==> config.mk <==
export PLATFORM = sky130hd
export DESIGN_NAME = countdown_ctrl
export DESIGN_NICKNAME = d
export VERILOG_FILES = /design/src/rtl/countdown_ctrl.sv
export SDC_FILE = /design/constraint.sdc
export NUM_CORES = 1
export LEC_CHECK = 0
export CORE_UTILIZATION = 40
export DETAILED_ROUTE_END_ITERATION = 10
export GPL_ROUTABILITY_DRIVEN = 0
export PLACE_DENSITY_LB_ADDON = 0.3
export SLEW_MARGIN = 10
export SYNTH_ARGS = -nofsm -noshare
export SYNTH_HDL_FRONTEND = slang
export SYNTH_SLANG_ARGS = --single-unit
==> constraint.sdc <==
create_clock -name clk -period 7.9 [get_ports clk]
set_clock_uncertainty 0.15 [all_clocks]
set_input_delay 1.58 -clock clk [delete_from_list [all_inputs] [get_ports clk]]
set_output_delay 1.58 -clock clk [all_outputs]
set_load 0.02 [all_outputs]
==> src/rtl/countdown_ctrl.sv <==
// Keypad countdown timer: digit entry, tick countdown, idle blanking.
// Define COUNTDOWN_PAUSE_EN to let start toggle RUN <-> PAUSE.
module countdown_ctrl #(
  parameter int DIGITS  = 2,
  parameter int MAX_VAL = 20,
  parameter int MULT    = 2,
  parameter int TIMEOUT = 10,
  localparam int VAL_W = $clog2(MAX_VAL+1),
  localparam int REM_W = $clog2(MAX_VAL*MULT+1),
  localparam int IDL_W = $clog2(TIMEOUT+1),
  localparam int CNT_W = $clog2(DIGITS+1)
) (
  input  logic             clk,
  input  logic             rst_n,
  input  logic             tick,
  input  logic             key_num,
  input  logic             key_start,
  input  logic             key_clear,
  input  logic             key_confirm,
  input  logic [3:0]       num,
  output logic             display,
  output logic [VAL_W-1:0] input_val,
  output logic [REM_W-1:0] remaining,
  output logic [2:0]       state,
  output logic             done
);

  typedef enum logic [2:0] {
    IDLE  = 3'd0,
    EMPTY = 3'd1,
    ENTRY = 3'd2,
    RUN   = 3'd3,
    PAUSE = 3'd4
  } st_t;

  st_t              st_q, st_d;
  logic [VAL_W-1:0] val_q, val_d;
  logic [REM_W-1:0] rem_q, rem_d;
  logic [IDL_W-1:0] idl_q, idl_d;
  logic [CNT_W-1:0] cnt_q, cnt_d;
  logic             disp_q, disp_d;
  logic             done_q, done_d;
  logic [4:0]       lvl_q;
  logic [4:0]       lvl;
  logic [4:0]       ev;
  logic             tick_ev, num_ev, start_ev, clr_ev, cfm_ev;
  int unsigned      ext;

  assign lvl = {tick, key_num, key_start, key_clear, key_confirm};
  assign ev  = lvl & ~lvl_q;
  assign {tick_ev, num_ev, start_ev, clr_ev, cfm_ev} = ev;

  // Level history resets high so a key held through reset is not an event.
  always_ff @(posedge clk or negedge rst_n) begin
    if (!rst_n) begin
      st_q   <= IDLE;
      val_q  <= '0;
      rem_q  <= '0;
      idl_q  <= '0;
      cnt_q  <= '0;
      disp_q <= 1'b0;
      done_q <= 1'b0;
      lvl_q  <= '1;
    end else begin
      st_q   <= st_d;
      val_q  <= val_d;
      rem_q  <= rem_d;
      idl_q  <= idl_d;
      cnt_q  <= cnt_d;
      disp_q <= disp_d;
      done_q <= done_d;
      lvl_q  <= lvl;
    end
  end

  always_comb begin
    st_d   = st_q;
    val_d  = val_q;
    rem_d  = rem_q;
    idl_d  = idl_q;
    cnt_d  = cnt_q;
    disp_d = disp_q;
    done_d = 1'b0;
    ext    = '0;

    if (tick_ev) begin
      unique case (st_q)
        RUN: begin
          rem_d = rem_q - REM_W'(1);
          if (rem_q == REM_W'(1)) begin
            st_d   = EMPTY;
            val_d  = '0;
            cnt_d  = '0;
            done_d = 1'b1;
          end
        end
        EMPTY, ENTRY, PAUSE: begin
          if (idl_q >= IDL_W'(TIMEOUT-1)) begin
            st_d   = IDLE;
            disp_d = 1'b0;
            idl_d  = '0;
          end else begin
            idl_d = idl_q + IDL_W'(1);
          end
        end
        default: ;
      endcase
    end

    // Keys see the post-tick state; only the highest-priority one acts.
    if (|{num_ev, start_ev, clr_ev, cfm_ev})
      idl_d = '0;

    if (clr_ev) begin
      if (st_d == ENTRY || st_d == PAUSE) begin
        st_d  = EMPTY;
        val_d = '0;
        rem_d = '0;
        cnt_d = '0;
      end
    end else if (start_ev) begin
      if (st_d == IDLE) begin
        st_d   = EMPTY;
        disp_d = 1'b1;
        val_d  = '0;
        rem_d  = '0;
        cnt_d  = '0;
      end
`ifdef COUNTDOWN_PAUSE_EN
      else if (st_d == RUN)
        st_d = PAUSE;
      else if (st_d == PAUSE)
        st_d = RUN;
`endif
    end else if (num_ev) begin
      if (num <= 4'd9 && cnt_d != CNT_W'(DIGITS) &&
          (st_d == ENTRY || (st_d == EMPTY && num != 4'd0))) begin
        ext   = 32'(val_d) * 32'd10 + 32'(num);
        val_d = (ext > 32'(MAX_VAL)) ? VAL_W'(MAX_VAL)
                                     : VAL_W'(ext);
        rem_d = REM_W'(32'(val_d) * 32'(MULT));
        cnt_d = cnt_d + CNT_W'(1);
        st_d  = ENTRY;
      end
    end else if (cfm_ev) begin
      if (st_d == ENTRY)
        st_d = RUN;
    end

    if (st_d == IDLE || st_d == RUN)
      idl_d = '0;
  end

  always_comb begin
    state     = st_q;
    display   = disp_q;
    input_val = val_q;
    remaining = rem_q;
    done      = done_q;
  end

endmodule

* After elaboration in Yosys (flattened, before gate mapping) *
Index checks and enable logic that the tools add are counted.

cells by class
  add/subtract/negate cells = 4
  magnitude comparators = 3
  multipliers = 1
  equality and inequality tests = 10
  reductions and logical operators = 14
  bitwise operators = 2
  mux-type cells = 53

operators with widths
  cell                                                                              number
  5-bit 2-to-1 mux                                                                  10
  6-bit 2-to-1 mux                                                                  8
  3-bit 2-to-1 mux                                                                  11
  4-bit 2-to-1 mux                                                                  5
  2-bit 2-to-1 mux                                                                  9
  3-bit by 2-bit == test with 1-bit output, second input constant                   4
  9-bit by 4-bit adder with 10-bit output                                           1
  10-bit by 5-bit greater-than comparator with 1-bit output, second input constant  1
  1-bit 2-to-1 mux                                                                  9
  5-bit by 3-bit multiplier with 8-bit output, second input constant                1
  3-bit by 1-bit == test with 1-bit output, second input constant                   2
  3-bit == test, second input constant                                              2
  6-bit by 1-bit == test with 1-bit output, second input constant                   1
  3-bit zero test                                                                   2
  3-bit one-hot mux with 2 select lines                                             1
  3-bit nonzero test                                                                2
  6-bit by 1-bit subtractor with 6-bit output, second input constant                1
  5-bit AND                                                                         1
  5-bit inverter                                                                    1
  4-bit by 1-bit adder with 4-bit output, second input constant                     1
  4-bit >= comparator, second input constant                                        1
  4-bit less-or-equal comparator, second input constant                             1
  4-bit nonzero test                                                                1
  4-bit OR reduction                                                                1
  6 further kinds                                                                   10

word-level totals
  bits in registers = 27
  logic and storage cells = 95
  output and inout bits = 16

* Longest topological paths before layout *
Gate-level depths: netlist of run 1.

  depth in word-level cells = 16
  depth in mapped cells = 17

* Worst setup path after synthesis of run 1 *
OpenSTA, ideal clock, no wires.

  kind = input -> register
  start = input tick
  end = register val_q[1], in the netlist input_val[1]
  library setup time = 0.078 ns
  setup slack = 3.386 ns
  arrival time = 4.286 ns
  stages = 13
  required time = 7.672 ns
  cells stage by stage = nor3b_2 -> nand4_2 -> clkbuf_1 -> and3_1 -> ha_1 -> fa_1 -> xor2_1 -> o2111ai_1 -> nor2_1 -> nand4bb_1 -> a41oi_2 -> nor3b_4 -> o2bb2ai_1

between the ends
  longest elaborated chain between the ends = 10

RTL lines
  item                                                                                                            line      source
  start, declared                                                                                                 15        input logic tick,
  5-bit AND *                                                                                                     50        assign ev = lvl & ~lvl_q;
  5-bit 2-to-1 mux / 3-bit 2-to-1 mux (equally long branches)                                                     86        if (tick_ev) begin
  5-bit by 3-bit multiplier with 8-bit output / 3-bit by 1-bit == test with 1-bit output (equally long branches)  138, 137
  9-bit by 4-bit adder with 10-bit output / 1-bit logical AND (equally long branches)                             138, 137
  10-bit by 5-bit greater-than comparator with 1-bit output / 1-bit logical OR (equally long branches)            139, 137
  5-bit 2-to-1 mux / 1-bit logical AND (equally long branches)                                                    139, 136
  5-bit 2-to-1 mux                                                                                                136       if (num <= 4'd9 && cnt_d != CNT_W'(DIGITS) &&
  5-bit 2-to-1 mux                                                                                                135       end else if (num_ev) begin
  5-bit 2-to-1 mux                                                                                                121       end else if (start_ev) begin
  5-bit 2-to-1 mux *                                                                                              114       if (clr_ev) begin
  via val_d[1]                                                                                                    37        logic [VAL_W-1:0] val_q, val_d;
  end signal, assigned                                                                                            66        val_q <= val_d;
  end, declared                                                                                                   37

The timed path passes the listed nets; every way through them passes the cells marked *.
A chain may end at the register's enable or synchronous reset.

* Worst setup path in the final report of run 1 *
Ends and elaborated chain as after synthesis.

==> results.cfg, run 1 <==
[detailed_routing]
wl_met2_um = 2260
drt-wirelength-per-cell_um = 14.3
detail_route.drc_violations = 0
met3_length_um = 156
highest-signal-layer = met4
drt-met1-wl_um = 2290
ant_nets = 0
initialDrtViolationCount = 65
routed_wl_um = 4730
route.detailed.vias_per_inst = 5.52
via_count = 1834
number_of_iterations_in_the_first_detailed_routing_pass = 4

[cells_and_area]
layout_overhead_on_the_synthesized_area_pct = 17.2
finalNetCount = 288
layout.filler_cells = 523
antennaDiodeCount = 0
final-instance-count-excl-fill = 332
multi_input_comb_area_um2 = 1400
regArea_um2 = 682
drive_gt1_share_pct = 8.78

[critical_path]
crit_slowest_cell = sky130_fd_sc_hd__clkdlybuf4s50_1
path_cells = clkdlybuf4s50_1 > nor3b_2 > nand4_2 > inv_1 > nor2_1 > ha_1 > fa_1 > xor2_1 > o2111ai_1 > nor2_1 > nand4bb_1 > a41oi_2 > nor3b_4 > o2bb2ai_1
critical_path_buf_inv_count = 2
sort_of_element_at_the_start_of_the_critical_path = primary input
crit_start = tick
cp_max_fo = 13
timing.critical_path.mode_cell = sky130_fd_sc_hd__nor2_1
critical_path.top_delay_family = simple AND/OR/NAND/NOR gates
critical_path_required_ns = 7.96
cpPeakStageDelay_ns = 0.51
regToRegStartpoint = remaining[1]
critical_path_arrival_ns = 5.25
critPathCaptureType = flip-flop
critPathKind = primary input to flip-flop

[cts]
cts-root-to-sink-buffers = 2
clock_latency_on_the_worst_skew_pair_ns = 0.28
cts_root_buf = sky130_fd_sc_hd__clkbuf_8
worst_setup_hold_path_clk_slew_ns = 0.11
cts_inserted_buffers = 3
max_h_tree_level = 1
cts_sinks = 27
post-cts-setup-buffers = 0
cts_hold_buf = 0
cts_resized = 0
cts_tree = yes

[floorplan]
die-area_um2 = 5680
floorplan.initialDensity_pct = 41.9
floorplan.die.width_um = 75.4
placementRows = 26
boundaryPins = 27
floorplan.core_area_um2 = 5140
chipHeight_um = 75.4

[synth]
syn-cell-area_um2 = 2150
synth-warning-count = 0
synth-async-reset-ratio_pct = 100
synth.distinct_cells = 59
main_flop_type_after_synthesis = sky130_fd_sc_hd__dfrtp_1
synthCells = 239
synth-edff-count = 0
synth_seq_cells = 27
syn_area_per_cell_um2 = 9.00
syn-num-nets = 264
synth_seq_area_share_pct = 31.7

[worst_hold_path]
holdCritPathClass = flip-flop to flip-flop
holdCritStartpoint = display

[power_and_ir_drop]
power_w = 0.000616
vdd_ir_drop_max_mv = 0.147
p_leak_nw = 1.05
power_density_relative_to_cell_area_nw_per_um2 = 244

[sta]
finalSetupViolCount = 0
final_number_of_max_transition_violations = 0
fmax_mhz = 193
period_minus_ws_final_ns = 5.19
final.period_utilization_pct = 65.7
setup_repair_after_global_routing_missed_its_margin = no
hold_viol_final = 0
max-slew-margin-rel_pct = 27.9
tightestPinTransition_ns = 1.07
finalSetupTns_ns = 0

[global_route]
grt_max_degree = 28
grt_pass1_wl_um = 7770
first_global_vias = 1694
overflow_left_after_global_routing = 0
number_of_antenna_violations_at_the_first_check_in_global_routing = 0
combined_global_route_utilization_of_all_metal_layers_pct = 17.8

[place]
port_buffers = 26
dp_hpwl_um = 3660
place_inst = 328

[status]
run_status = finished, final reports clean

[flow_run]
max_cap_viol_count = 0
state kept, by name, summed over array words and instances (netlist names):
signal and flops:
remaining 6, input_val 5, lvl_q 5, idl_q 4, state 3, cnt_q 2
display 1, done 1
cell usage after synthesis (all sizes together) (2+ instances only):
library cell,number,area share [%]
o21ai,14,3.8
dfstp,5,6.1
a21oi,9,2.1
and2,7,2.0
nor3b,6,3.4
inv,10,1.7
and3,6,1.7
nand2,22,3.8
o2bb2ai,5,2.0
o211ai,2,0.70
or2,3,0.99
dfrtp,22,26
a221oi,2,0.81
o21a,3,1.0
ha,12,7.0
or3,3,0.87
o22ai,2,0.58
nand3b,3,1.0
clkbuf,6,1.1
nor2b,10,2.9
nor3,4,1.7
fa,2,1.9
a211oi,2,0.70
o2111ai,2,0.81
nand3,7,1.6
xnor2,10,4.1
nand4,3,1.2
nand2b,3,0.87
a21o,4,1.4
o21bai,3,1.0
buf,2,0.47
nor2,18,3.1
xor2,8,3.3
o32ai,2,0.81
per-stage QoR:
stage	cell area (um2)	worst slack, ns	util [%]	hold slack [ns]
2_1_floorplan	2150	3.39	-	0.319
3_3_place_gp	2470	2.65	48.1	0.329
3_5_place_dp	2470	2.43	48.1	0.326
4_1_cts	2520	2.74	49.1	0.353
5_1_grt	2520	2.44	49.1	0.376
6_report	2520	2.71	49.1	0.343
layout by cell type, fill, tap and decap left out, types with 4 or more instances in the layout:
cell and instances:
sky130_fd_sc_hd__xor2_1 8, sky130_fd_sc_hd__and2_1 7, sky130_fd_sc_hd__a21o_1 4, sky130_fd_sc_hd__and3_1 6, sky130_fd_sc_hd__nor2b_1 10, sky130_fd_sc_hd__nand3_1 7, sky130_fd_sc_hd__a21oi_1 9, sky130_fd_sc_hd__o21ai_0 13
sky130_fd_sc_hd__inv_1 10, sky130_fd_sc_hd__xnor2_1 10, sky130_fd_sc_hd__o2bb2ai_1 5, sky130_fd_sc_hd__nor2_1 18, sky130_fd_sc_hd__nand2_1 22, sky130_fd_sc_hd__dfstp_2 5, sky130_fd_sc_hd__dfrtp_1 22, sky130_fd_sc_hd__ha_1 12
sky130_fd_sc_hd__clkdlybuf4s50_1 26
power by group:
part	switching, W	total, W	internal, W
sequential	0.0000418	0.000210	0.000168
combinational	0.000173	0.000325	0.000151
clock	0.0000458	0.0000816	0.0000359
total	0.000261	0.000616	0.000355
final cells by class:
class | count | share of cell area (%)
multi-input combinational | 194 | 55.5
sequential | 27 | 27.0
timing repair buffer | 27 | 10.6
tap | 70 | 3.47
clock buffer | 3 | 1.64
inverter | 10 | 1.49
clock inverter | 1 | 0.298
cell families after synthesis:
group / share of synthesized area [%]
DFF: 31.7
buffers and inverters: 3.31
AOI/OAI and AO/OA: 21.3
and+or+nand+nor: 27.0
muxes: 0.523
xor gates and xnor gates: 7.33
adders and majority gates: 8.84
layer usage:
layer | vias to the layer above | GRT usage (%)
met5 | - | 0
met4 | 0 | 2.47
met3 | 2 | 3.04
met2 | 31 | 30.9
met1 | 887 | 23.8
li1 | 914 | -
path summary, 6_finish.rpt:
path / to / slack, ns / depth (start not counted)
max in group asynchronous: lvl_q[3] / 5.77 / 2
min: display / 0.34 / 1
max: input_val[1] / 2.71 / 14
min reg2reg: display / 0.34 / 1
max reg2reg: input_val[1] / 3.91 / 15
min in group asynchronous: remaining[0] / 1.51 / 2
Note: power is estimated with default switching activity, not from simulation.
==> inputs of run 2 (changes only) <==
clock period = 4.75 ns   (was 7.9 ns; I/O delays follow)
==> run 2 against run 1 <==
Total power grew 66%; global-route usage about the same; register-to-register slack got worse by 3.0 ns; largest cell class unchanged; largest power group unchanged; highest routed layer unchanged.
==> results.cfg, run 2 (synthesis gave the netlist of run 1 again) <==
[status]
run_status = finished, final reports clean

[cells_and_area]
finalNetCount = 290
drive_gt1_share_pct = 9.09
layout_overhead_on_the_synthesized_area_pct = 18.1
largest_register_ffs = 6
post-route-util_pct = 49.5
antennaDiodeCount = 0
layout.cells.most_common_list = sky130_fd_sc_hd__clkdlybuf4s50_1 (26), sky130_fd_sc_hd__nand2_1 (22), sky130_fd_sc_hd__dfrtp_1 (22)
mostFrequentLayoutCell = sky130_fd_sc_hd__clkdlybuf4s50_1

[critical_path]
crit_slowest_cell = sky130_fd_sc_hd__clkdlybuf4s50_1
critPathCaptureType = flip-flop
critical_path_required_ns = 4.81
timing.critical_path.mode_cell = sky130_fd_sc_hd__nor2_1
cp_max_fo = 10
path_cells = clkdlybuf4s50_1 > nor3b_2 > nand4_4 > inv_1 > nor2_1 > ha_1 > fa_1 > xor2_1 > o2111ai_1 > nor2_1 > nand4bb_1 > a41oi_2 > nor3b_4 > o2bb2ai_1
cpPeakStageDelay_ns = 0.51
critical_path_arrival_ns = 4.49
critPathKind = primary input to flip-flop
sort_of_element_at_the_start_of_the_critical_path = primary input

[detailed_routing]
detail_route.drc_violations = 0
routed_wl_um = 4670
initialDrtViolationCount = 91
number_of_iterations_in_the_first_detailed_routing_pass = 4
drt-wirelength-per-cell_um = 14.0
ant_nets = 0
via_count = 1806
route.detailed.vias_per_inst = 5.41

[sta]
final_number_of_max_transition_violations = 0
final.period_utilization_pct = 93.3
tightestPinTransition_ns = 1.11
max-slew-margin-rel_pct = 25.1
hold_viol_final = 0
finalSetupViolCount = 0
finalSetupTns_ns = 0
period_minus_ws_final_ns = 4.43
fmax_mhz = 226
setup_repair_after_global_routing_missed_its_margin = no

[floorplan]
boundaryPins = 27
floorplan.initialDensity_pct = 41.9
die-area_um2 = 5680
floorplan.core_area_um2 = 5140
floorplan.die.width_um = 75.4
placementRows = 26
chipHeight_um = 75.4

[cts]
cts_sinks = 27
max_h_tree_level = 1
cts_hold_buf = 0
cts_root_buf = sky130_fd_sc_hd__clkbuf_8
cts-root-to-sink-buffers = 2
clock_latency_on_the_worst_skew_pair_ns = 0.27
worst_setup_hold_path_clk_slew_ns = 0.09
cts_tree = yes
cts_inserted_buffers = 3

[worst_hold_path]
holdCritPathClass = flip-flop to flip-flop

[global_route]
grt_max_degree = 28
overflow_left_after_global_routing = 0
first_global_vias = 1670
combined_global_route_utilization_of_all_metal_layers_pct = 17.8
grt_pass1_wl_um = 7790
number_of_antenna_violations_at_the_first_check_in_global_routing = 0

[place]
port_buffers = 26
dp_hpwl_um = 3590

[power_and_ir_drop]
p_leak_nw = 1.06
power_density_relative_to_cell_area_nw_per_um2 = 403
vdd_ir_drop_max_mv = 0.205

[flow_run]
max_cap_viol_count = 0
==> run 2: per-stage QoR <==
| stage | area [um2] | setup WS [ns] | hold WS [ns] | instances | total power, W |
|---|---|---|---|---|---|
| after global placement | 2490 | 0.196 | 0.331 | 330 | 0.000888 |
| after floorplan | 2150 | 0.866 | 0.319 | 239 | 0.000722 |
| final | 2540 | 0.317 | 0.353 | 334 | 0.00102 |
| after detailed placement | 2490 | 0.00802 | 0.322 | 330 | 0.000894 |
| after CTS | 2530 | 0.292 | 0.356 | 334 | 0.00103 |
| after global routing | 2540 | 0.0287 | 0.373 | 334 | 0.00110 |
==> run 2: report_power, final <==
part / leakage [nW] / total, W / internal, W / switching, W
Combinational: 0.696 / 0.000549 / 0.000253 / 0.000295
Sequential: 0.341 / 0.000346 / 0.000279 / 0.0000663
Clock: 0.0228 / 0.000130 / 0.0000602 / 0.0000702
==> run 2: per-layer routing <==
metal	track usage, %	routed length, um	up-vias
li1	-	-	914
met1	25.8	2290	855
met2	28.5	2180	32
met3	2.78	173	5
met4	3.09	25	0
met5	0	0	-
==> run 2: final cells by class <==
cell class | count | area [um2]
Sequential cell | 27 | 682
Multi-Input combinational cell | 194 | 1410
Fill cell | 522 | 2600
Clock buffer | 4 | 45.0
Timing Repair Buffer | 29 | 283
Inverter | 10 | 37.5
Tap cell | 70 | 87.6
==> run 2: path summary, 6_finish.rpt <==
kind / from / end / slack [ns] / cells after the start
max in group asynchronous: rst_n / lvl_q[2] / 3.25 / 2
min in group asynchronous: rst_n / remaining[0] / 0.89 / 2
max reg2reg: remaining[1] / input_val[3] / 0.87 / 15
min reg2reg: display / display / 0.35 / 1
max: tick / input_val[3] / 0.32 / 14
min: display / display / 0.35 / 1
==> run 2: worst max-delay path, delay by kind of cell <==
family	cells	cell delay [ns]
buffers and inverters	2	0.68
adder cells (fa/ha/maj)	2	0.65
XOR/XNOR	1	0.27
AO/OA/AOI/OAI	3	0.68
AND/OR/NAND/NOR	6	1.28
==> run 2: repair_timing <==
| action | in CTS | in global routing |
|---|---|---|
| buffers inserted | 0 | 0 |
| setup endpoints to repair | 0 | 5 |
| gates resized for setup | 0 | 1 |
| endpoints found under the hold margin | 0 | 0 |
